<file path="config.mk">
export PLATFORM = sky130hd
export DESIGN_NAME = spn_round_ctrl
export DESIGN_NICKNAME = d
export VERILOG_FILES = /design/src/rtl/spn_round_ctrl.sv
export SDC_FILE = /design/constraint.sdc
export NUM_CORES = 1
export LEC_CHECK = 0
export ABC_AREA = 1
export CAP_MARGIN = 20
export CORE_ASPECT_RATIO = 0.75
export CORE_UTILIZATION = 45
export CTS_BUF_LIST = sky130_fd_sc_hd__clkbuf_2
export CTS_CLUSTER_DIAMETER = 200
export DETAILED_ROUTE_END_ITERATION = 6
export DONT_BUFFER_PORTS = 1
export SLEW_MARGIN = 10
export SYNTH_ARGS = -nofsm -noshare
export SYNTH_HDL_FRONTEND = slang
export SYNTH_SLANG_ARGS = --single-unit
export TNS_END_PERCENT = 30
</file>
<file path="constraint.sdc">
create_clock -name clk -period 3.4 [get_ports clk]
set_input_delay 0.68 -clock clk [delete_from_list [all_inputs] [get_ports clk]]
set_output_delay 0.68 -clock clk [all_outputs]
set_load 0.01 [all_outputs]
</file>
<file path="src/rtl/spn_round_ctrl.sv">
// Iterative 16-bit SPN cipher controller: one round per clock,
// key schedule taken as sliding 16-bit windows of a 32-bit key.

module spn_round (
    input  logic [15:0] data_in,
    input  logic [15:0] rk,
    input  logic        mode,
    output logic [15:0] data_out
);

    function automatic logic [3:0] sbox(input logic [3:0] x);
        logic [3:0] y;
        unique case (x)
            4'h0: y = 4'hC;  4'h1: y = 4'h5;  4'h2: y = 4'h6;  4'h3: y = 4'hB;
            4'h4: y = 4'h9;  4'h5: y = 4'h0;  4'h6: y = 4'hA;  4'h7: y = 4'hD;
            4'h8: y = 4'h3;  4'h9: y = 4'hE;  4'hA: y = 4'hF;  4'hB: y = 4'h8;
            4'hC: y = 4'h4;  4'hD: y = 4'h7;  4'hE: y = 4'h1;  4'hF: y = 4'h2;
            default: y = 4'h0;
        endcase
        return y;
    endfunction

    function automatic logic [3:0] isbox(input logic [3:0] x);
        logic [3:0] y;
        unique case (x)
            4'h0: y = 4'h5;  4'h1: y = 4'hE;  4'h2: y = 4'hF;  4'h3: y = 4'h8;
            4'h4: y = 4'hC;  4'h5: y = 4'h1;  4'h6: y = 4'h2;  4'h7: y = 4'hD;
            4'h8: y = 4'hB;  4'h9: y = 4'h4;  4'hA: y = 4'h6;  4'hB: y = 4'h3;
            4'hC: y = 4'h0;  4'hD: y = 4'h7;  4'hE: y = 4'h9;  4'hF: y = 4'hA;
            default: y = 4'h0;
        endcase
        return y;
    endfunction

    // Nibble/bit transpose; it is its own inverse.
    function automatic logic [15:0] perm(input logic [15:0] x);
        logic [15:0] y;
        for (int i = 0; i < 4; i++)
            for (int j = 0; j < 4; j++)
                y[4*i+j] = x[4*j+i];
        return y;
    endfunction

    logic [15:0] enc_s;
    logic [15:0] dec_s;
    logic [15:0] enc_x;
    logic [15:0] dec_p;

    always_comb begin
        enc_x = data_in ^ rk;
        dec_p = perm(data_in);
        enc_s = '0;
        dec_s = '0;
        for (int n = 0; n < 4; n++) begin
            enc_s[4*n +: 4] = sbox(enc_x[4*n +: 4]);
            dec_s[4*n +: 4] = isbox(dec_p[4*n +: 4]);
        end
        data_out = mode ? (dec_s ^ rk) : perm(enc_s);
    end

endmodule

module spn_round_ctrl #(
    parameter int NUM_ROUNDS = 3
) (
    input  logic        clk,
    input  logic        rst,
    input  logic        in_valid,
    output logic        in_ready,
    input  logic [15:0] data_in,
    input  logic [31:0] key,
    input  logic        mode,
    output logic        out_valid,
    input  logic        out_ready,
    output logic [15:0] data_out
);

    typedef enum logic [1:0] {IDLE, RUN, DONE} st_t;

    localparam logic [1:0] LAST = 2'(NUM_ROUNDS - 1);

    st_t         st_q, st_d;
    logic [15:0] state_q, state_d;
    logic [31:0] key_q, key_d;
    logic        mode_q, mode_d;
    logic [1:0]  cnt_q, cnt_d;
    logic        in_ready_q, in_ready_d;
    logic        out_valid_q, out_valid_d;

    logic [1:0]  ridx;
    logic [15:0] rk;
    logic [15:0] round_out;

    // Decrypt walks the key windows in reverse order.
    always_comb begin
        ridx = mode_q ? (LAST - cnt_q) : cnt_q;
        unique case (ridx)
            2'd0: rk = key_q[31:16];
            2'd1: rk = key_q[27:12];
            2'd2: rk = key_q[23:8];
            2'd3: rk = key_q[19:4];
            default: rk = key_q[31:16];
        endcase
    end

    spn_round u_round (
        .data_in  (state_q),
        .rk       (rk),
        .mode     (mode_q),
        .data_out (round_out)
    );

    always_comb begin
        st_d        = st_q;
        state_d     = state_q;
        key_d       = key_q;
        mode_d      = mode_q;
        cnt_d       = cnt_q;
        in_ready_d  = in_ready_q;
        out_valid_d = out_valid_q;
        unique case (st_q)
            IDLE: begin
                if (in_valid && in_ready_q) begin
                    state_d    = data_in;
                    key_d      = key;
                    mode_d     = mode;
                    cnt_d      = 2'd0;
                    st_d       = RUN;
                    in_ready_d = 1'b0;
                end
            end
            RUN: begin
                state_d = round_out;
                cnt_d   = cnt_q + 2'd1;
                if (cnt_q == LAST) begin
                    st_d        = DONE;
                    out_valid_d = 1'b1;
                end
            end
            DONE: begin
                if (out_ready) begin
                    st_d        = IDLE;
                    out_valid_d = 1'b0;
                    in_ready_d  = 1'b1;
                end
            end
            default: begin
                st_d        = IDLE;
                in_ready_d  = 1'b1;
                out_valid_d = 1'b0;
            end
        endcase
    end

    always_ff @(posedge clk) begin
        if (rst) begin
            st_q        <= IDLE;
            state_q     <= '0;
            key_q       <= '0;
            mode_q      <= 1'b0;
            cnt_q       <= '0;
            in_ready_q  <= 1'b1;
            out_valid_q <= 1'b0;
        end else begin
            st_q        <= st_d;
            state_q     <= state_d;
            key_q       <= key_d;
            mode_q      <= mode_d;
            cnt_q       <= cnt_d;
            in_ready_q  <= in_ready_d;
            out_valid_q <= out_valid_d;
        end
    end

    assign in_ready  = in_ready_q;
    assign out_valid = out_valid_q;
    assign data_out  = state_q;

endmodule

</file>
# Word level (Yosys, flattened, before mapping)
# Memory sizes are Yosys's and may differ from the RTL's. A register that Yosys moved wholly into a read port is not among the register bits.
# Index checks and enable logic that the tools add are counted.
# totals
reg_bits	55
mem_bits_ro	512
inputBits	53
output_inout_bits	18
mem_count	8
# memory_table
memory	words	word_bits	rd	rd_ports_with_merged_regs	write_ports	line_no	text
(name not given)	16	4	1	0	0	13	unique case (x)
(name not given)	16	4	1	1	0	25	unique case (x)
(name not given)	16	4	1	0	0	13	
(name not given)	16	4	1	1	0	25	
(name not given)	16	4	1	0	0	13	
(name not given)	16	4	1	1	0	25	
2 more memories	-	-	-	-	-	-	
# op_classes
add_sub_neg	2
n_eq_ne	9
mux	25
bitwise	4
reduce_logical	9
# ops
operator	count
$pmux 16 s4	1
$mux 16	2
$mux 4	8
$pmux 16 s2	1
$xor 16x16->16	2
$mux 2	5
$reduce_and 3->1	3
$eq 2x2->1 const B	4
$ne 2x2->1 const B	3
$pmux 1 s3	2
$pmux 2 s3	1
$eq 2x1->1 const B	2
$logic_not 2->1	2
$mux 1	4
$pmux 2 s2	1
$reduce_and 2->1	2
$add 2x1->2 const B	1
$not 1->1	2
$reduce_bool 2->1	1
$sub 2x2->2 const A	1
$logic_and 1x1->1	1

# Longest topological paths before layout
# Gate-level depths: netlist (run 1).
# An unclocked memory read counts as a cell.
# depth
word_depth	10
ltp_mapped	30
depth_no_buf	28

# By module
# From an unflattened synthesis (run 1), not the netlist that was laid out.
# hier_totals
cells_unflattened	859
area_unflattened_um2	4892.2
# modules_own_cells
mod	instances	cells_each	area_each_um2
spn_round_ctrl	1	409	2608.8
spn_round	1	450	2283.4

# Worst setup path before layout (run 1)
# OpenSTA, ideal clock, no wires.
# synth_path
kind	register to register
start	register cnt_q[0]
end	register, netlist name u_round.dec_s[8]
setup_ns	0.112
t_arrival_ns	3.354
slack_ns	-0.066
path_stages_with_launch	30
synth_period_minus_slack_ns	3.466
path_cell_list	dfxtp_1 -> buf_4 -> inv_4 -> buf_2 -> ha_1 -> inv_1 -> nand2_1 -> nand2_8 -> buf_8 -> o21ai_2 -> nand3_1 -> nand2_1 -> nand2_1 -> nand2_1 -> inv_1 -> ha_1 -> nand2_1 -> nand2_1 -> nand2_1 -> nand2_1 -> nand2_1 -> nand2_1 -> nand2_1 -> nand2_1 -> ha_1 -> or2_2 -> nand2_1 -> nand2_1 -> nand2_1 -> nand2_1
# synth_via
elab_chain_len	10
word_cells_on_any_way	14
classes_between	add/sub (1); eq/ne (3); mux (6); bitwise (2); reduce/logical (1); memory (1)
# synth_lines
item	line_no	text
start, declared	86	logic [1:0] cnt_q, cnt_d;
start signal, assigned	169	cnt_q <= cnt_d;
$sub 2x2->2	96	ridx = mode_q ? (LAST - cnt_q) : cnt_q;
$mux 2 (*)	96	
$eq 2x2->1, or another cell as far along	97	unique case (ridx)
$pmux 16 s4 (*)	97	
$xor 16x16->16	50	enc_x = data_in ^ rk;
$mem_v2 16x4	-	
$mux 16 (*)	58	data_out = mode ? (dec_s ^ rk) : perm(enc_s);
$pmux 16 s2 (*)	121	unique case (st_q)
$mux 4 (no source line) (*) (2 in series)	-	
# Mark *: on every way between the ends. The rest lies on a longest branch, timed or not.
# A chain may end at the register's enable or synchronous reset.

# Worst setup path after layout (run 1)
# layout_path
start	register cnt_q[0]
end	register, netlist name u_round.dec_s[0]
# layout_via
elab_chain_len	10
word_cells_on_any_way	14
classes_between	add/sub (1); eq/ne (3); mux (6); bitwise (2); reduce/logical (1); memory (1)
# layout_lines
item	line_no
$sub 2x2->2	96
$mux 2 (*)	96
$eq 2x2->1, or another cell as far along	97
$pmux 16 s4 (*)	97
$xor 16x16->16	50
$mem_v2 16x4	-
$mux 16 (*)	58
$pmux 16 s2 (*)	121
$mux 4 (no source line) (*) (2 in series)	-
# Marks and branches as above.

==> parameters.txt, run 1 <==
Parameter                              Value

Critical path
  Crit Path Category    reg2reg
  Launch instance of the worst register-to-register path    cnt_q[0]
  Arrival time at the worst endpoint    3.75 ns
  Largest incremental delay on the critical path    0.39 ns
  Reg-to-reg slack, setup    0.11 ns
  R2R Path End    u_round.dec_s[0]
  CP endpoint kind    register
  Worst Setup Start Kind    register
  Number of buffer and inverter stages on the critical path    4
  Path depth of the worst reg2reg path    25
  Worst Path Max Fanout    6
  Most used cell, CP    sky130_fd_sc_hd__nand2_1
  Critical path data required time    3.86 ns
  CP max stage cell    sky130_fd_sc_hd__dfxtp_2
  Cell class contributing the biggest share of worst-path delay    simple AND/OR/NAND/NOR gates

Timing
  Total negative slack    0 ns
  Hold violation total from the final report    0
  Final critical-path share of the clock period    96.6%
  Transition time of the tightest slew-check pin    0.618 ns
  Slew margin rel.    58.7%
  Top achievable clock speed    304 MHz
  Number of pins with negative max-slew slack in the final report    0
  Min Hold Slack    0.172 ns
  Number of failing setup endpoints in the final timing report    0
  Clock skew    0.0430 ns
  RSZ-0062 raised after global routing    true
  Final min period    3.29 ns

Clock tree
  Num CTS Buffers    9
  Htree depth    3
  Register clock-pin slew on the reported worst setup and hold paths    0.23 ns
  Number of sinks handled by clock tree synthesis    67
  Root buffer selected by CTS    sky130_fd_sc_hd__clkbuf_2
  Count of hold buffers inserted by post-cts repair    0
  Worst-Skew Late Latency    0.57 ns
  Clock Tree Buf Depth    2
  CTS tree    built

Power
  Combinational Power Share    58.8%
  Overall power of the completed layout    3720 uW
  Clk pwr share    12.7%
  Cell-internal power    1930 uW
  Power density over cell area    554 nW/um^2
  Fraction of power spent switching nets    48.2%
  Pleak    0.00332 uW
  Sequential Power Share    28.5%
  IR drop worst, VDD    0.000236 V
  Reported net switching power    1800 uW

Floorplan
  Placeable Area    11,900 um^2
  Initial core utilization    47.2%
  Top Ports    71
  Overall die width    131 um
  Die ar.    12,900 um^2
  # rows    34
  Die height    98.7 um

Route
  Via count    5,763
  Length of the first detailed-routing pass in iterations    6
  ANT nets after route    0
  DRC Markers    0
  Total routed wirelength    17.3 mm
  Wire length per cell after detailed routing    15.6 um
  Vias per cell    5.20
  Drt initial violations    479

Synth
  Cell type with the largest total area after synthesis    sky130_fd_sc_hd__dfxtp_1
  Compound-Gate Fraction of Synth Area    13.4%
  Share of cell area taken by muxes after synthesis    0%
  Post-synth design cell area    5610 um^2
  Synthesized area per cell    6.27 um^2
  Yosys warning total    0
  Portion of synthesized cell area occupied by the leading cell type    23.9%
  Adder and majority gate portion of the synthesized area    10.3%
  Syn_nets    993
  Count of distinct cell types in the synthesized netlist    30
  Post-synthesis sequential area ratio    23.9%
  Post-synthesis xor/xnor area fraction    0%
  Basic-gate share of the synthesized area counting and, or, nand and nor cells    41.7%
  Register bit total from synthesis    67
  Synth Instances    894
  Dominant combinational cell family by area after synthesis    simple AND/OR/NAND/NOR gates
  Synth top area cells    sky130_fd_sc_hd__dfxtp_1 (24%), sky130_fd_sc_hd__nand2_1 (18%), sky130_fd_sc_hd__ha_1 (10%)

Hold path
  Cell depth of the worst min-delay path    1
  Hold/Removal Path Class    in2reg
  Worst hold start    rst
  Endpoint with the worst hold slack    data_out[10]

Placed design
  Port bufs    0
  Hpwl dp    12.7 mm
  DP Cell Count    1,075
  Routability Congestion    0.903

Cells and area
  Share of layout cells above drive strength 1    26.3%
  Final cell count without fillers    1,109
  Most common cell after layout, fill and taps aside    sky130_fd_sc_hd__nand2_1
  Area occupied by registers    1340 um^2
  Final core utilization    56.6%
  Most used cells in the layout excluding fill and tap cells    sky130_fd_sc_hd__nand2_1 (238), sky130_fd_sc_hd__nand3_1 (100), sky130_fd_sc_hd__inv_1 (97), sky130_fd_sc_hd__dfxtp_1 (66), sky130_fd_sc_hd__o21ai_0 (65)
  Filler Cell Count    1,134
  ANT cells    0
  Area overhead of the layout relative to synthesis    19.8%
  Final net count    1,042
  Area of the multi-input gates    4110 um^2

Status
  Result of the run    complete, no violations

Global route
  Antenna violations before repair    0
  Overall track demand over capacity in global routing    27.3%
  First-pass GRT wire length    26.8 mm
  Vias in the first global route    5,281
  Overflow left after global routing    0
  Largest net degree at the start of global routing    37

Job
  Number of maximum-capacitance violations    0
[area by class of cell]
class | instances | share of cell area (%)
sequential | 67 | 20.0
timing repair buffer | 66 | 7.66
multi-input combinational | 684 | 61.2
clock inverter | 6 | 0.857
tap | 162 | 3.02
clock buffer | 9 | 0.671
inverter | 115 | 6.58
[timing repair]
item / 4_1_cts / 5_1_grt
endpoints found under the setup margin: 14 / 16
setup buffers: 8 / 9
pin swaps: 6 / 23
hold endpoints to repair: 0 / 0
gates cloned: 2 / 0
gates resized for setup: 11 / 96
[worst max path at each step]
stage	startpoint	slack [ns]	cells after the start	to
detailed placement	cnt_q[0]	-0.13	25	u_round.dec_s[8]
CTS	cnt_q[0]	0.001	27	u_round.dec_s[8]
global route	cnt_q[0]	-0.08	26	u_round.dec_s[4]
global placement	cnt_q[0]	-0.03	25	u_round.dec_s[8]
finish	cnt_q[0]	0.11	25	u_round.dec_s[0]
floorplan	cnt_q[0]	0.02	26	u_round.dec_s[0]
[stage by stage]
step / cell area [um^2] / worst slack (ns)
6_report: 6720 / 0.115
3_3_place_gp: 6020 / -0.0250
5_1_grt: 6720 / -0.0753
2_1_floorplan: 5610 / 0.0240
3_5_place_dp: 6020 / -0.132
4_1_cts: 6230 / 0.00149
[Yosys cell counts (all sizes together)]
library cell / count
nand2: 313
nand3: 118
inv: 115
o21ai: 80
dfxtp: 67
nor2: 67
a21oi: 46
ha: 46
clkbuf: 17
buf: 12
or2: 6
nand4: 3
nor3: 2
a21o: 1
o21a: 1
[power by group through the flow]
stage	sequential, uW	clock (uW)	combinational, uW
6_report	1060	472	2190
5_1_grt	1080	513	2440
4_1_cts	1060	479	1910
3_5_place_dp	1070	0	1850
3_3_place_gp	1070	0	1820
2_1_floorplan	1040	0	1340
[cells by family after synthesis]
family	Yosys count
flops	67
simple gates	509
compound gates	128
buf+inv	144
fa+ha+maj	46
[flip-flops by register name (all words and copies together) (netlist names)]
signal,flops
in_ready,1
out_valid,1
cnt_q,2
mode_q,1
st_q,2
key_q,28
u_round.dec_s,16
data_out,16
[worst reg2reg max path: stages (launching register included)]
cell	delay [ns]
sky130_fd_sc_hd__dfxtp_2	0.39
sky130_fd_sc_hd__inv_4	0.04
sky130_fd_sc_hd__ha_4	0.23
sky130_fd_sc_hd__nand2_2	0.08
sky130_fd_sc_hd__nand2_4	0.08
sky130_fd_sc_hd__buf_6	0.14
sky130_fd_sc_hd__nand3_1	0.06
sky130_fd_sc_hd__nand3_1	0.18
sky130_fd_sc_hd__nand2_1	0.16
sky130_fd_sc_hd__nand2_1	0.06
sky130_fd_sc_hd__nand2_1	0.09
sky130_fd_sc_hd__inv_1	0.11
sky130_fd_sc_hd__ha_4	0.30
sky130_fd_sc_hd__inv_1	0.04
sky130_fd_sc_hd__nand2_1	0.06
sky130_fd_sc_hd__nand3_1	0.09
sky130_fd_sc_hd__nand3_1	0.11
sky130_fd_sc_hd__nand2_1	0.06
sky130_fd_sc_hd__nand2_1	0.11
sky130_fd_sc_hd__nand2_2	0.12
sky130_fd_sc_hd__ha_2	0.22
sky130_fd_sc_hd__or2_2	0.28
sky130_fd_sc_hd__nand2_1	0.07
sky130_fd_sc_hd__nand2_1	0.05
sky130_fd_sc_hd__nand2_1	0.05
sky130_fd_sc_hd__nand2_1	0.05
[metal layers]
layer	vias to the layer above	GRT usage (%)	share of wire [%]
li1	2928	-	-
met1	2631	38.6	48
met2	181	41.4	44
met3	23	6.73	7.1
met4	0	6.37	1.6
met5	-	0	0
Note: power is estimated with default switching activity, not from simulation.
==> run 2: changes to the inputs <==
--- a/config.mk
+++ b/config.mk
@@ -5,14 +5,14 @@
 export SDC_FILE = /design/constraint.sdc
 export NUM_CORES = 1
 export LEC_CHECK = 0
-export ABC_AREA = 1
 export CAP_MARGIN = 20
 export CORE_ASPECT_RATIO = 0.75
-export CORE_UTILIZATION = 45
+export CORE_UTILIZATION = 55
 export CTS_BUF_LIST = sky130_fd_sc_hd__clkbuf_2
 export CTS_CLUSTER_DIAMETER = 200
 export DETAILED_ROUTE_END_ITERATION = 6
 export DONT_BUFFER_PORTS = 1
+export PLACE_DENSITY = 0.73
 export SLEW_MARGIN = 10
 export SYNTH_ARGS = -nofsm -noshare
 export SYNTH_HDL_FRONTEND = slang
==> parameters.txt, run 2 <==
Parameter                              Value

Status
  Result of the run    finished, violations left
  Failing checks    setup timing

Route
  Via count    5,168 (-10%)
  Drt initial violations    399 (-17%)
  ANT nets after route    0 (unchanged)
  DRC Markers    0 (unchanged)
  Wire length per cell after detailed routing    18.9 um (+21%)
  Total routed wirelength    16.4 mm (-5.2%)
  Length of the first detailed-routing pass in iterations    5 (-1)
  Vias per cell    5.95 (+15%)

Power
  Power density over cell area    547 nW/um^2 (-1.3%)
  Combinational Power Share    58.3% (-0.5 points)
  IR drop worst, VDD    0.000435 V (+84%)
  Pleak    0.00289 uW (-13%)
  Reported net switching power    1610 uW (-10%)
  Fraction of power spent switching nets    41.9% (-6.3 points)
  Cell-internal power    2240 uW (+16%)
  Clk pwr share    13.5% (+0.8 points)
  Sequential Power Share    28.2% (-0.3 points)

Hold path
  Hold/Removal Path Class    in2reg
  Cell depth of the worst min-delay path    1 (unchanged)
  Worst hold start    rst
  Endpoint with the worst hold slack    data_out[5]

Critical path
  Crit Path Category    reg2reg
  Arrival time at the worst endpoint    4.51 ns (+0.76 ns)
  Critical-path cell list    inv_8 -> ha_4 -> mux2i_4 -> buf_4 -> mux4_2 -> xor2_4 -> buf_6 -> ha_4 -> xnor2_1 -> o32ai_2 -> nor3_1 -> nor2_1 -> buf_4 -> buf_4 -> ha_1 -> nor4_2 -> a21oi_1 -> o21ai_1
  Path depth of the worst reg2reg path    18 (-28%)
  Most used cell, CP    sky130_fd_sc_hd__buf_4
  CP endpoint kind    register
  Launch instance of the worst register-to-register path    cnt_q[0]
  CP max stage cell    sky130_fd_sc_hd__mux4_2
  Critical path data required time    3.90 ns (+0.04 ns)
  R2R Path End    u_round.dec_s[9]
  Worst Setup Start Kind    register
  Worst Path Max Fanout    4 (-2)
  Reg-to-reg slack, setup    -0.61 ns (-0.73 ns)
  Largest incremental delay on the critical path    0.56 ns (+0.17 ns)

Cells and area
  Final net count    833 (-20%)
  Post-route standard cell area excluding fillers    7040 um^2 (+4.8%)
  Area overhead of the layout relative to synthesis    33.6%
  Register name with the most flops    key_q
  Most common cell after layout, fill and taps aside    sky130_fd_sc_hd__buf_4
  Share of layout cells above drive strength 1    38.0% (+12 points)
  Number of flip-flops under the largest register name    28 (unchanged)
  Final core utilization    76.9% (+20 points)
  Most used cells in the layout excluding fill and tap cells    sky130_fd_sc_hd__buf_4 (133), sky130_fd_sc_hd__nand2_1 (84), sky130_fd_sc_hd__dfxtp_1 (66), sky130_fd_sc_hd__a21oi_1 (54), sky130_fd_sc_hd__nor2_1 (46)
  Filler Cell Count    638 (-44%)

Synth
  Portion of synthesized cell area occupied by the leading cell type    25.5% (+1.5 points)
  Cell type with the largest total area after synthesis    sky130_fd_sc_hd__dfxtp_1
  Async set-reset flop share out of synthesis    0% (unchanged)
  Dominant cell by count in the synthesized netlist    sky130_fd_sc_hd__nand2_1
  Post-synth design cell area    5270 um^2 (-6.0%)
  Count of distinct cell types in the synthesized netlist    73 (+140%)
  Most instantiated flip-flop cell in the synthesis netlist    sky130_fd_sc_hd__dfxtp_1
  Synth top area cells    sky130_fd_sc_hd__dfxtp_1 (25%), sky130_fd_sc_hd__ha_1 (11%), sky130_fd_sc_hd__nand2_1 (6.1%)
  Synthesized area per cell    8.53 um^2 (+36%)
  Leading post-synthesis cells by instance count    sky130_fd_sc_hd__nand2_1 (85), sky130_fd_sc_hd__dfxtp_1 (67), sky130_fd_sc_hd__a21oi_1 (54)
  Synth Instances    618 (-31%)
  Yosys warning total    0 (unchanged)
  Register bit total from synthesis    67 (unchanged)
  Syn_nets    717 (-28%)
  Number of flops mapped to enable cells by yosys    0 (unchanged)
  Post-synthesis sequential area ratio    25.5% (+1.5 points)

Timing
  Clock skew    0.0508 ns (+0.00781 ns)
  Transition time of the tightest slew-check pin    0.729 ns (+0.111 ns)
  Final critical-path share of the clock period    118% (+21 points)
  Final min period    4.01 ns (+0.726 ns)
  Hold violation total from the final report    0 (unchanged)
  Top achievable clock speed    249 MHz (-18%)
  Number of pins with negative max-slew slack in the final report    0 (unchanged)
  Worst Setup Slack, final    -0.611 ns (-0.726 ns)
  Slew margin rel.    51.2% (-7.5 points)
  RSZ-0062 raised after global routing    true
  Number of failing setup endpoints in the final timing report    19 (+19)

Clock tree
  Register clock-pin slew on the reported worst setup and hold paths    0.25 ns (+0.02 ns)
  Number of sinks handled by clock tree synthesis    67 (unchanged)
  Count of hold buffers inserted by post-cts repair    0 (unchanged)
  Htree depth    3 (unchanged)
  CTS tree    built
  Worst-Skew Late Latency    0.61 ns (+0.04 ns)
  Num CTS Buffers    9 (unchanged)
  Clock Tree Buf Depth    2 (unchanged)
  Root buffer selected by CTS    sky130_fd_sc_hd__clkbuf_2

Global route
  Global-route layer with the greatest usage    met2
  Overflow left after global routing    0 (unchanged)
  Largest net degree at the start of global routing    74 (+100%)
  Met2 Resource Use GR    55.4% (+14 points)
  First-pass GRT wire length    25.3 mm (-5.6%)
  Antenna violations before repair    1 (+1)
  Met1 track utilization from global routing    41.4% (+2.8 points)
  Met3 track demand over resource    12.0% (+5.2 points)
  Vias in the first global route    5,027 (-4.8%)
  Overall track demand over capacity in global routing    33.7% (+6.4 points)

Floorplan
  Placeable Area    9160 um^2 (-23%)
  Overall die width    115 um (-12%)
  Initial core utilization    57.5% (+10 points)
  # rows    30 (-12%)
  Top Ports    71 (unchanged)
  Die height    86.8 um (-12%)
  Die ar.    9980 um^2 (-23%)

Job
  Number of maximum-capacitance violations    0 (unchanged)

Placed design
  Hpwl dp    11.7 mm (-7.4%)
  Post-DP Area    6370 um^2 (+6.0%)
  Port bufs    0 (unchanged)
  Worst slack after detailed placement    -0.664 ns (-0.532 ns)
  Routability Congestion    1.00 (+11%)
==> run 2: critical path: cells and delay by family, from the launching register on <==
kind | cells | cell delay, ns
buffers and inverters | 5 | 0.61
XOR/XNOR | 2 | 0.49
AO/OA/AOI/OAI | 3 | 0.30
adder cells (fa/ha/maj) | 3 | 0.61
AND/OR/NAND/NOR | 3 | 0.68
multiplexers | 2 | 0.76
flip-flops | 1 | 0.44
==> run 2: kinds of logic after synthesis <==
family / synth area share (%)
buffers and inverters: 5.46
muxes: 14.3
xor gates and xnor gates: 7.48
AOI/OAI and AO/OA: 18.6
and+or+nand+nor: 17.8
adders and majority gates: 10.9
DFF: 25.5
==> run 2: per-layer routing <==
metal | part of all wire (%) | vias up
met5 | 0 | -
met2 | 47 | 218
met4 | 2.1 | 0
met3 | 9.5 | 44
li1 | - | 2404
met1 | 41 | 2502
==> run 2: area by class of cell <==
| type | instances | area (um^2) | area share [%] |
|---|---|---|---|
| sequential | 67 | 1350 | 19.1 |
| tap | 128 | 160 | 2.27 |
| timing repair buffer | 140 | 1080 | 15.3 |
| antenna | 1 | 2.50 | 0.0355 |
| multi-input combinational | 483 | 4190 | 59.5 |
| inverter | 33 | 141 | 2.01 |
| clock inverter | 6 | 73.8 | 1.05 |
| clock buffer | 10 | 50.0 | 0.711 |
==> run 2: power groups by stage <==
stage	combinational, uW	sequential (uW)	clock (uW)
after detailed placement	1900	1100	0
final	2250	1090	519
after CTS	2090	1080	517
after global routing	2400	1100	557
after floorplan	1250	1040	0
after global placement	1820	1090	0
==> run 2: how the worst max path moves through the flow <==
stage	start	endpoint	slack, ns
after CTS	cnt_q[0]	u_round.dec_s[2]	-0.52
after global routing	cnt_q[0]	u_round.dec_s[9]	-0.72
after detailed placement	cnt_q[0]	u_round.dec_s[11]	-0.66
final	cnt_q[0]	u_round.dec_s[9]	-0.61
after floorplan	cnt_q[0]	u_round.dec_s[2]	-0.70
after global placement	cnt_q[0]	u_round.dec_s[11]	-0.47
==> run 2: timing repair <==
| action | CTS | global route |
|---|---|---|
| setup buffers | 16 | 6 |
| gates resized for setup | 51 | 29 |
| pin swaps | 31 | 15 |
| gates cloned | 0 | 0 |
| setup endpoints to repair | 21 | 23 |
==> run 2: stage by stage <==
| step | setup TNS (ns) | hold slack, ns | total power, uW | instances |
|---|---|---|---|---|
| 2_1_floorplan | -9.19 | 0.433 | 2290 | 618 |
| 3_3_place_gp | -6.43 | 0.438 | 2910 | 829 |
| 3_5_place_dp | -8.46 | 0.450 | 2990 | 829 |
| 4_1_cts | -6.66 | 0.111 | 3690 | 861 |
| 5_1_grt | -9.94 | 0.104 | 4060 | 868 |
| 6_report | -7.95 | 0.139 | 3850 | 868 |
==> run 3: changes to the inputs <==
--- a/config.mk
+++ b/config.mk
@@ -7,6 +7,7 @@
 export LEC_CHECK = 0
 export CAP_MARGIN = 20
 export CORE_ASPECT_RATIO = 0.75
+export CORE_MARGIN = 5
 export CORE_UTILIZATION = 55
 export CTS_BUF_LIST = sky130_fd_sc_hd__clkbuf_2
 export CTS_CLUSTER_DIAMETER = 200
==> parameters.txt, run 3 (synthesis gave the netlist of run 2 again) <==
Parameter                              Value

Timing
  Final critical-path share of the clock period    115% (-3.0 points)
  Total negative slack    -7.05 ns (+0.907 ns)
  Transition time of the tightest slew-check pin    0.649 ns (-0.0804 ns)
  Worst Setup Slack, final    -0.509 ns (+0.103 ns)
  Hold violation total from the final report    0 (unchanged)
  Final min period    3.91 ns (-0.103 ns)
  Top achievable clock speed    256 MHz (+2.6%)
  Clock skew    0.0133 ns (-0.0375 ns)
  RSZ-0062 raised after global routing    true
  Slew margin rel.    56.5% (+5.3 points)
  Number of failing setup endpoints in the final timing report    18 (-1)
  Number of pins with negative max-slew slack in the final report    0 (unchanged)

Critical path
  R2R Path End    u_round.dec_s[8]
  Critical path data required time    3.89 ns (about the same)
  Launch instance of the worst register-to-register path    cnt_q[0]
  Reg-to-reg slack, setup    -0.51 ns (+0.10 ns)
  CP endpoint kind    register
  Worst Path Max Fanout    4 (unchanged)
  Arrival time at the worst endpoint    4.40 ns (-0.11 ns)
  Path depth of the worst reg2reg path    20 (+2)
  Critical-path cell list    inv_8 -> ha_4 -> mux2i_4 -> buf_6 -> mux4_2 -> xor2_4 -> buf_4 -> ha_1 -> nand2_1 -> mux2i_1 -> o32ai_1 -> a211o_1 -> and2_1 -> inv_1 -> ha_1 -> inv_1 -> nor2_1 -> mux2i_1 -> nor2_2 -> a221oi_4
  Largest incremental delay on the critical path    0.57 ns (about the same)
  Worst Setup Start Kind    register
  CP max stage cell    sky130_fd_sc_hd__mux4_2
  Crit Path Category    reg2reg

Floorplan
  Die height    94.8 um (+9.2%)
  Placeable Area    9500 um^2 (+3.8%)
  Top Ports    71 (unchanged)
  Overall die width    123 um (+7.0%)
  Initial core utilization    55.5% (-2.1 points)
  # rows    31 (+3.3%)
  Die ar.    11,700 um^2 (+17%)

Power
  Cell-internal power    2130 uW (-4.7%)
  Reported net switching power    1590 uW (-1.4%)
  Combinational Power Share    58.6% (+0.3 points)
  IR drop worst, VDD    0.000322 V (-26%)
  Clk pwr share    12.4% (-1.1 points)
  Pleak    0.00290 uW (+0.15%)
  Sequential Power Share    29.1% (+0.9 points)
  Fraction of power spent switching nets    42.7% (+0.83 points)
  Power density over cell area    537 nW/um^2 (-1.9%)

Job
  Number of maximum-capacitance violations    0 (unchanged)

Global route
  Largest net degree at the start of global routing    74 (unchanged)
  Antenna violations before repair    0 (-1)
  Overall track demand over capacity in global routing    28.9% (-4.8 points)
  Overflow left after global routing    0 (unchanged)
  Vias in the first global route    5,042 (+0.30%)
  First-pass GRT wire length    25.7 mm (+1.8%)

Cells and area
  Filler Cell Count    693 (+8.6%)
  ANT cells    0 (-1)
  Most common cell after layout, fill and taps aside    sky130_fd_sc_hd__buf_4
  Final core utilization    73.0% (-3.8 points)
  Area overhead of the layout relative to synthesis    31.7%
  Final cell count without fillers    874 (+0.69%)
  Final net count    836 (+0.36%)
  Share of layout cells above drive strength 1    35.8% (-2.2 points)
  Post-route standard cell area excluding fillers    6940 um^2 (-1.4%)
  Number of flip-flops under the largest register name    28 (unchanged)
  Register name with the most flops    key_q
  Most used cells in the layout excluding fill and tap cells    sky130_fd_sc_hd__buf_4 (139), sky130_fd_sc_hd__nand2_1 (84), sky130_fd_sc_hd__dfxtp_1 (66), sky130_fd_sc_hd__a21oi_1 (53), sky130_fd_sc_hd__nor2_1 (43)

Route
  Via count    5,114 (-1.0%)
  DRC Markers    0 (unchanged)
  Wire length per cell after detailed routing    18.9 um (about the same)
  Total routed wirelength    16.5 mm (+0.71%)
  Length of the first detailed-routing pass in iterations    5 (unchanged)
  Drt initial violations    465 (+17%)
  Vias per cell    5.85 (-1.7%)
  ANT nets after route    0 (unchanged)

Clock tree
  CTS tree    built
  Num CTS Buffers    9 (unchanged)
  Clock Tree Buf Depth    2 (unchanged)
  Htree depth    3 (unchanged)
  Worst-Skew Late Latency    0.56 ns (-0.05 ns)
  Root buffer selected by CTS    sky130_fd_sc_hd__clkbuf_2
  Register clock-pin slew on the reported worst setup and hold paths    0.23 ns (-0.02 ns)
  Number of sinks handled by clock tree synthesis    67 (unchanged)

Hold path
  Worst hold start    rst
  Endpoint with the worst hold slack    data_out[8]
  Hold/Removal Path Class    in2reg
  Cell depth of the worst min-delay path    1 (unchanged)

Placed design
  DP Cell Count    843 (+1.7%)
  Hpwl dp    12.4 mm (+6.0%)
  Routability Congestion    0.958 (-4.5%)
  Port bufs    0 (unchanged)
  Post-DP Area    6450 um^2 (+1.3%)

Status
  Result of the run    finished, violations left
  Failing checks    setup timing
==> run 3: cell types whose count changed in the layout (fill, tap and decap cells not counted), moves of 3 or more <==
cell                     change
sky130_fd_sc_hd__ha_1        +7
sky130_fd_sc_hd__buf_4       +6
sky130_fd_sc_hd__inv_1       +6
sky130_fd_sc_hd__ha_4        -5
sky130_fd_sc_hd__inv_2       -5
sky130_fd_sc_hd__buf_6       -3
sky130_fd_sc_hd__nor2_1      -3
==> run 3: layer usage <==
metal / track usage, % / routed length [um] / vias up
met5: 0 / 0 / -
met4: 9.86 / 461 / 0
met3: 7.84 / 1490 / 48
met2: 47.5 / 7650 / 206
met1: 36.7 / 6920 / 2446
li1: - / - / 2414
==> run 3: critical path, delay by kind of cell, from the launching register on <==
family / cells / cell delay (ns)
flops: 1 / 0.43
compound gates: 3 / 0.63
mux: 4 / 1.13
xor+xnor: 1 / 0.20
buf+inv: 5 / 0.47
simple gates: 4 / 0.38
fa+ha+maj: 3 / 0.61
==> run 3: worst max path at each step <==
stage          cells past startpoint  slack, ns               end      from
3_3_place_gp                      19      -0.57  u_round.dec_s[8]  cnt_q[0]
3_5_place_dp                      19      -0.59  u_round.dec_s[8]  cnt_q[0]
6_report                          20      -0.51  u_round.dec_s[8]  cnt_q[0]
4_1_cts                           17      -0.43  u_round.dec_s[0]  cnt_q[0]
2_1_floorplan                     17      -0.70  u_round.dec_s[2]  cnt_q[0]
5_1_grt                           20      -0.70  u_round.dec_s[8]  cnt_q[0]
==> run 3: final cells by class <==
cell class | count | area, um^2 | share of cell area (%)
sequential | 67 | 1350 | 19.4
clock buffer | 9 | 45.0 | 0.649
clock inverter | 7 | 58.8 | 0.847
timing repair buffer | 143 | 1090 | 15.7
tap | 132 | 165 | 2.38
multi-input combinational | 483 | 4100 | 59.1
inverter | 33 | 139 | 2.00
==> run 3: what timing repair did <==
item                                    4_1_cts  5_1_grt
hold buffers                                  0        0
buffers inserted                             10        5
gates resized for setup                      38       19
pin swaps                                    12       11
endpoints found under the setup margin       18       21
==> run 3: per-stage QoR <==
step | setup WS [ns] | hold slack [ns] | total power, uW
floorplan | -0.703 | 0.433 | 2290
global placement | -0.573 | 0.442 | 2950
detailed placement | -0.586 | 0.446 | 3030
CTS | -0.427 | 0.107 | 3610
global route | -0.705 | 0.133 | 3960
finish | -0.509 | 0.190 | 3730
==> run 3: power groups by stage <==
stage,registers [uW],clock network [uW],logic (uW)
floorplan,1040,0,1250
global placement,1090,0,1860
detailed placement,1090,0,1940
CTS,1080,472,2060
global route,1100,504,2360
finish,1080,460,2180
==> RTL change 1 (settings of run 3) <==
Re-encode `st_t` (3 values) as one-hot, 3 bits wide.
--- a/src/rtl/spn_round_ctrl.sv
+++ b/src/rtl/spn_round_ctrl.sv
@@ -75,7 +75,7 @@
     output logic [15:0] data_out
 );
 
-    typedef enum logic [1:0] {IDLE, RUN, DONE} st_t;
+    typedef enum logic [2:0] {IDLE = 3'b001, RUN = 3'b010, DONE = 3'b100} st_t;
 
     localparam logic [1:0] LAST = 2'(NUM_ROUNDS - 1);
 
Check against the original RTL: no difference found for any inputs over 4 cycles, from zero or initial values and one cycle with rst high; so few cycles prove little.
==> RTL change 1 against run 3 <==
The run still ends with setup timing left. Routed wire length fell by 7.5%. Worst setup slack improved by 0.10 ns. Critical path depth fell by 6. Design area fell by 4.4%. Hold slack got worse by 0.043 ns. Clock power rose by 18%. Cell count fell by 6.8%. Power fell by 18%. Synthesized area fell by 3.6%. Global-route usage fell by 2.9 points. Combinational power fell by 33%. Sequential cell count rose by 1. Critical path type unchanged. Largest cell class unchanged. Highest routed layer unchanged.
==> RTL change 1: results (changes against run 3) <==
status=complete, but fails checks; failing checks=setup timing; beginning of the critical path=cnt_q[0]$_SDFFE_PP0P_; met3 WL post-DR=1.135 mm (-24%); worst min path class=primary input to register; share of cells above drive strength 1=0.3610 (+0.002499); drt first pass iters=5 (unchanged); VDD IR max=0.2453 mV (-24%); commonest cells in the netlist=nand2_1 (93), dfxtp_1 (68), a21oi_1 (52); initial antenna violation count=0 (unchanged); Post-synth ARST share=0 (unchanged); average vias per placed instance=5.780 (-1.2%); Max FO, Critical Path=6 (+2); Yosys cell types=65 (-11%); Final Setup Violations=17 (-1); Register-to-Register Path Depth=14 (-30%); Reg with most FFs=key_q; drt wl/cell=18.76 µm (-0.75%); Syn Nets=681 (-5.0%); vias in the first global route=4643 (-7.9%); GRT Resource Usage Total=0.2595 (-0.02910); first-pass GRT wire length=22.96 mm (-11%); Final WS setup=-0.4040 ns (+0.1046 ns); CP arrival=4.30 ns (-0.10 ns); root buffer cell=clkbuf_2; hpwl dp=10.75 mm (-14%); reg2reg end=u_round.dec_s[7]$_DFF_P_; DR iter-0 viols=401 (-14%); Area contributors post-synth=dfxtp_1 (27%), ha_1 (11%), mux2i_1 (8.5%); M2 GR Usage=0.4369 (-0.03787); routability cong.=0.8993 (-6.1%); WL met2=7.461 mm (-2.5%); clk slew on worst S/H paths=0.23 ns (about the same); pre-CTS setup slack=-0.3639 ns (+0.2223 ns); met1 wire length=6.274 mm (-9.3%); cell taking the most area after synthesis=dfxtp_1; Final #Nets=781 (-6.6%); met3 Track Usage GR=0.07497 (-0.003473); Setup Skew=0.02226 ns (+0.008949 ns); Antenna diodes=0 (unchanged); CP top delay family=multiplexers; Rel. slew slack=0.6171 (+0.05192); worst skew pair latency=0.58 ns (+0.02 ns); TritonCTS Buffers=9 (unchanged); grt met1 use=0.3197 (-0.04707); register area share after synthesis=0.2680 (+0.01347); leakage power=2.708 nW (-6.5%); FILL cells=634 (-8.5%); hold endpoint=cnt_q[1]$_SDFFE_PP0P_; largest net degree at the start of global routing=66 (-11%)
## RTL change 1: changes by cell type after synthesis, moves of 8 or more
cell and change:
clkbuf_1 -9, nand2_1 +8, mux2i_1 +15, and2_1 -10, nor2_1 -27, a31oi_1 +10
## RTL change 1: final cells by class
type                       count  area, µm²  area share
clock buffer                   9      45.04    0.006789
tap                          128      160.2     0.02414
clock inverter                 7      82.58     0.01245
sequential                    68       1363      0.2054
timing repair buffer         119      923.4      0.1392
multi-input combinational    448       3920      0.5908
inverter                      36      141.4     0.02131
## RTL change 1: through the flow
| step | setup TNS (ns) | cell area (µm²) | utilization | hold slack (ns) | std cells |
|---|---|---|---|---|---|
| 3_5_place_dp | -4.399 | 6052 | 0.6690 | 0.4521 | 784 |
| 5_1_grt | -6.847 | 6635 | 0.7335 | 0.1013 | 815 |
| 6_report | -4.012 | 6635 | 0.7335 | 0.1465 | 815 |
| 3_3_place_gp | -3.383 | 6052 | 0.6690 | 0.4429 | 784 |
| 4_1_cts | -3.972 | 6307 | 0.6972 | 0.1073 | 804 |
| 2_1_floorplan | -8.424 | 5256 | - | 0.4333 | 582 |
## RTL change 1: where the power goes
group	total, mW	switching [mW]	internal [mW]
sequential	1.03	0.121	0.912
combinational	1.47	0.718	0.750
clock	0.545	0.362	0.183
total	3.05	1.20	1.84
## RTL change 1: cells by family after synthesis
logic type,share of synthesized area
AOI/OAI and AO/OA,0.1638
xor gates and xnor gates,0.07709
adders and majority gates,0.1133
buffers and inverters,0.05394
DFF,0.2680
muxes,0.1766
and+or+nand+nor,0.1473
## RTL change 1: timing repair
action / CTS / global route
pin swaps: 6 / 20
endpoints found under the setup margin: 18 / 18
resized for setup: 16 / 51
setup buffers: 4 / 11
==> RTL change 2 (flow settings as in run 3) <==
Without the edit above. Take the reset off `key_q` and load it in a clocked block of its own.
--- a/src/rtl/spn_round_ctrl.sv
+++ b/src/rtl/spn_round_ctrl.sv
@@ -156,7 +156,6 @@
         if (rst) begin
             st_q        <= IDLE;
             state_q     <= '0;
-            key_q       <= '0;
             mode_q      <= 1'b0;
             cnt_q       <= '0;
             in_ready_q  <= 1'b1;
@@ -164,12 +163,15 @@
         end else begin
             st_q        <= st_d;
             state_q     <= state_d;
-            key_q       <= key_d;
             mode_q      <= mode_d;
             cnt_q       <= cnt_d;
             in_ready_q  <= in_ready_d;
             out_valid_q <= out_valid_d;
         end
+    end
+
+    always_ff @(posedge clk) begin
+        key_q <= key_d;
     end
 
     assign in_ready  = in_ready_q;
Function: same outputs for any inputs over 4 cycles, from zero or initial values and one cycle with rst high; that may be too few to reach the edited logic, so the function may still have changed.
==> RTL change 2 against run 3 <==
The flow still finishes with violations (setup timing). Cell count fell by 11%. Critical path depth fell by 2. Via count fell by 9.3%. Power rose by 17%. Critical path type unchanged. Sequential cell count did not move. Synthesized area rose by 0.59%. Design area rose by 0.36%. Worst setup slack improved by 0.20 ns. Global-route usage fell by 2.1 points. Critical endpoint is now u_round.dec_s[2]$_DFF_P_. First-iteration DRC count fell by 15%. Routed wire length fell by 6.2%.
==> RTL change 2: results (changes against run 3) <==
DR iter-0 viols=395 (-15%); Final WS setup=-0.3110 ns (+0.1977 ns); Register-to-Register Path Depth=18 (-10%); routability cong.=0.9237 (-3.5%); P_comb=2.73 mW (+25%); Slowest-stage cell, CP=dfxtp_4; reg2reg end=u_round.dec_s[2]$_DFF_P_; part of the power in registers=0.272 (-0.019); post-layout power=4.358 mW (+17%); status=complete, but fails checks; GRT Resource Usage Total=0.2677 (-0.02086); placed cell count=747 (-11%); fraction of synthesized area in multiplexers=0.1839 (+0.04093); failing checks=setup timing; Multi-input gate area=0.003931 mm² (-4.1%); Synth Area in Adders=0.1086 (-0.0006444); Avg Cell Area, Syn=10.08 µm² (+18%); CP arrival=4.19 ns (-0.21 ns); ClkCell Share=0.01419 (-0.0007724); Post-synth EDFFs=28 (+28); share of cells above drive strength 1=0.4077 (+0.04920); VDD IR max=0.3588 mV (+11%); critical path endpoint=u_round.dec_s[2]$_DFF_P_; Yosys top cell area share=0.1586 (-0.09591); multi-input gates=403 (-17%); Final #Nets=744 (-11%); Max FO, Critical Path=5 (+1); fraction of area in non-clock buffers=0.1434 (-0.01350); Final Setup Violations=16 (-2); compound-cell area share of the yosys netlist=0.1539 (-0.03178); average vias per placed instance=5.930 (+1.3%); register area share after synthesis=0.3059 (+0.05137); Int Pwr=2.544 mW (+19%)
RTL change 2: routing by layer:
layer / vias to the layer above / global-route usage / share of wire
li1: 2136 / - / -
met1: 2265 / 0.3566 / 0.43
met2: 202 / 0.4324 / 0.48
met3: 34 / 0.05931 / 0.073
met4: 0 / 0.09401 / 0.023
met5: - / 0 / 0
RTL change 2: stage by stage:
step	TNS, ns	hold slack (ns)	instance area (µm²)	setup slack [ns]	utilization
2_1_floorplan	-5.594	0.4805	5534	-0.4457	-
3_3_place_gp	-2.657	0.5129	6407	-0.2294	0.6715
3_5_place_dp	-4.398	0.5121	6407	-0.3357	0.6715
4_1_cts	-3.535	0.09726	6665	-0.2846	0.6985
5_1_grt	-6.602	0.08077	6964	-0.4896	0.7299
6_report	-3.383	0.1526	6964	-0.3110	0.7299
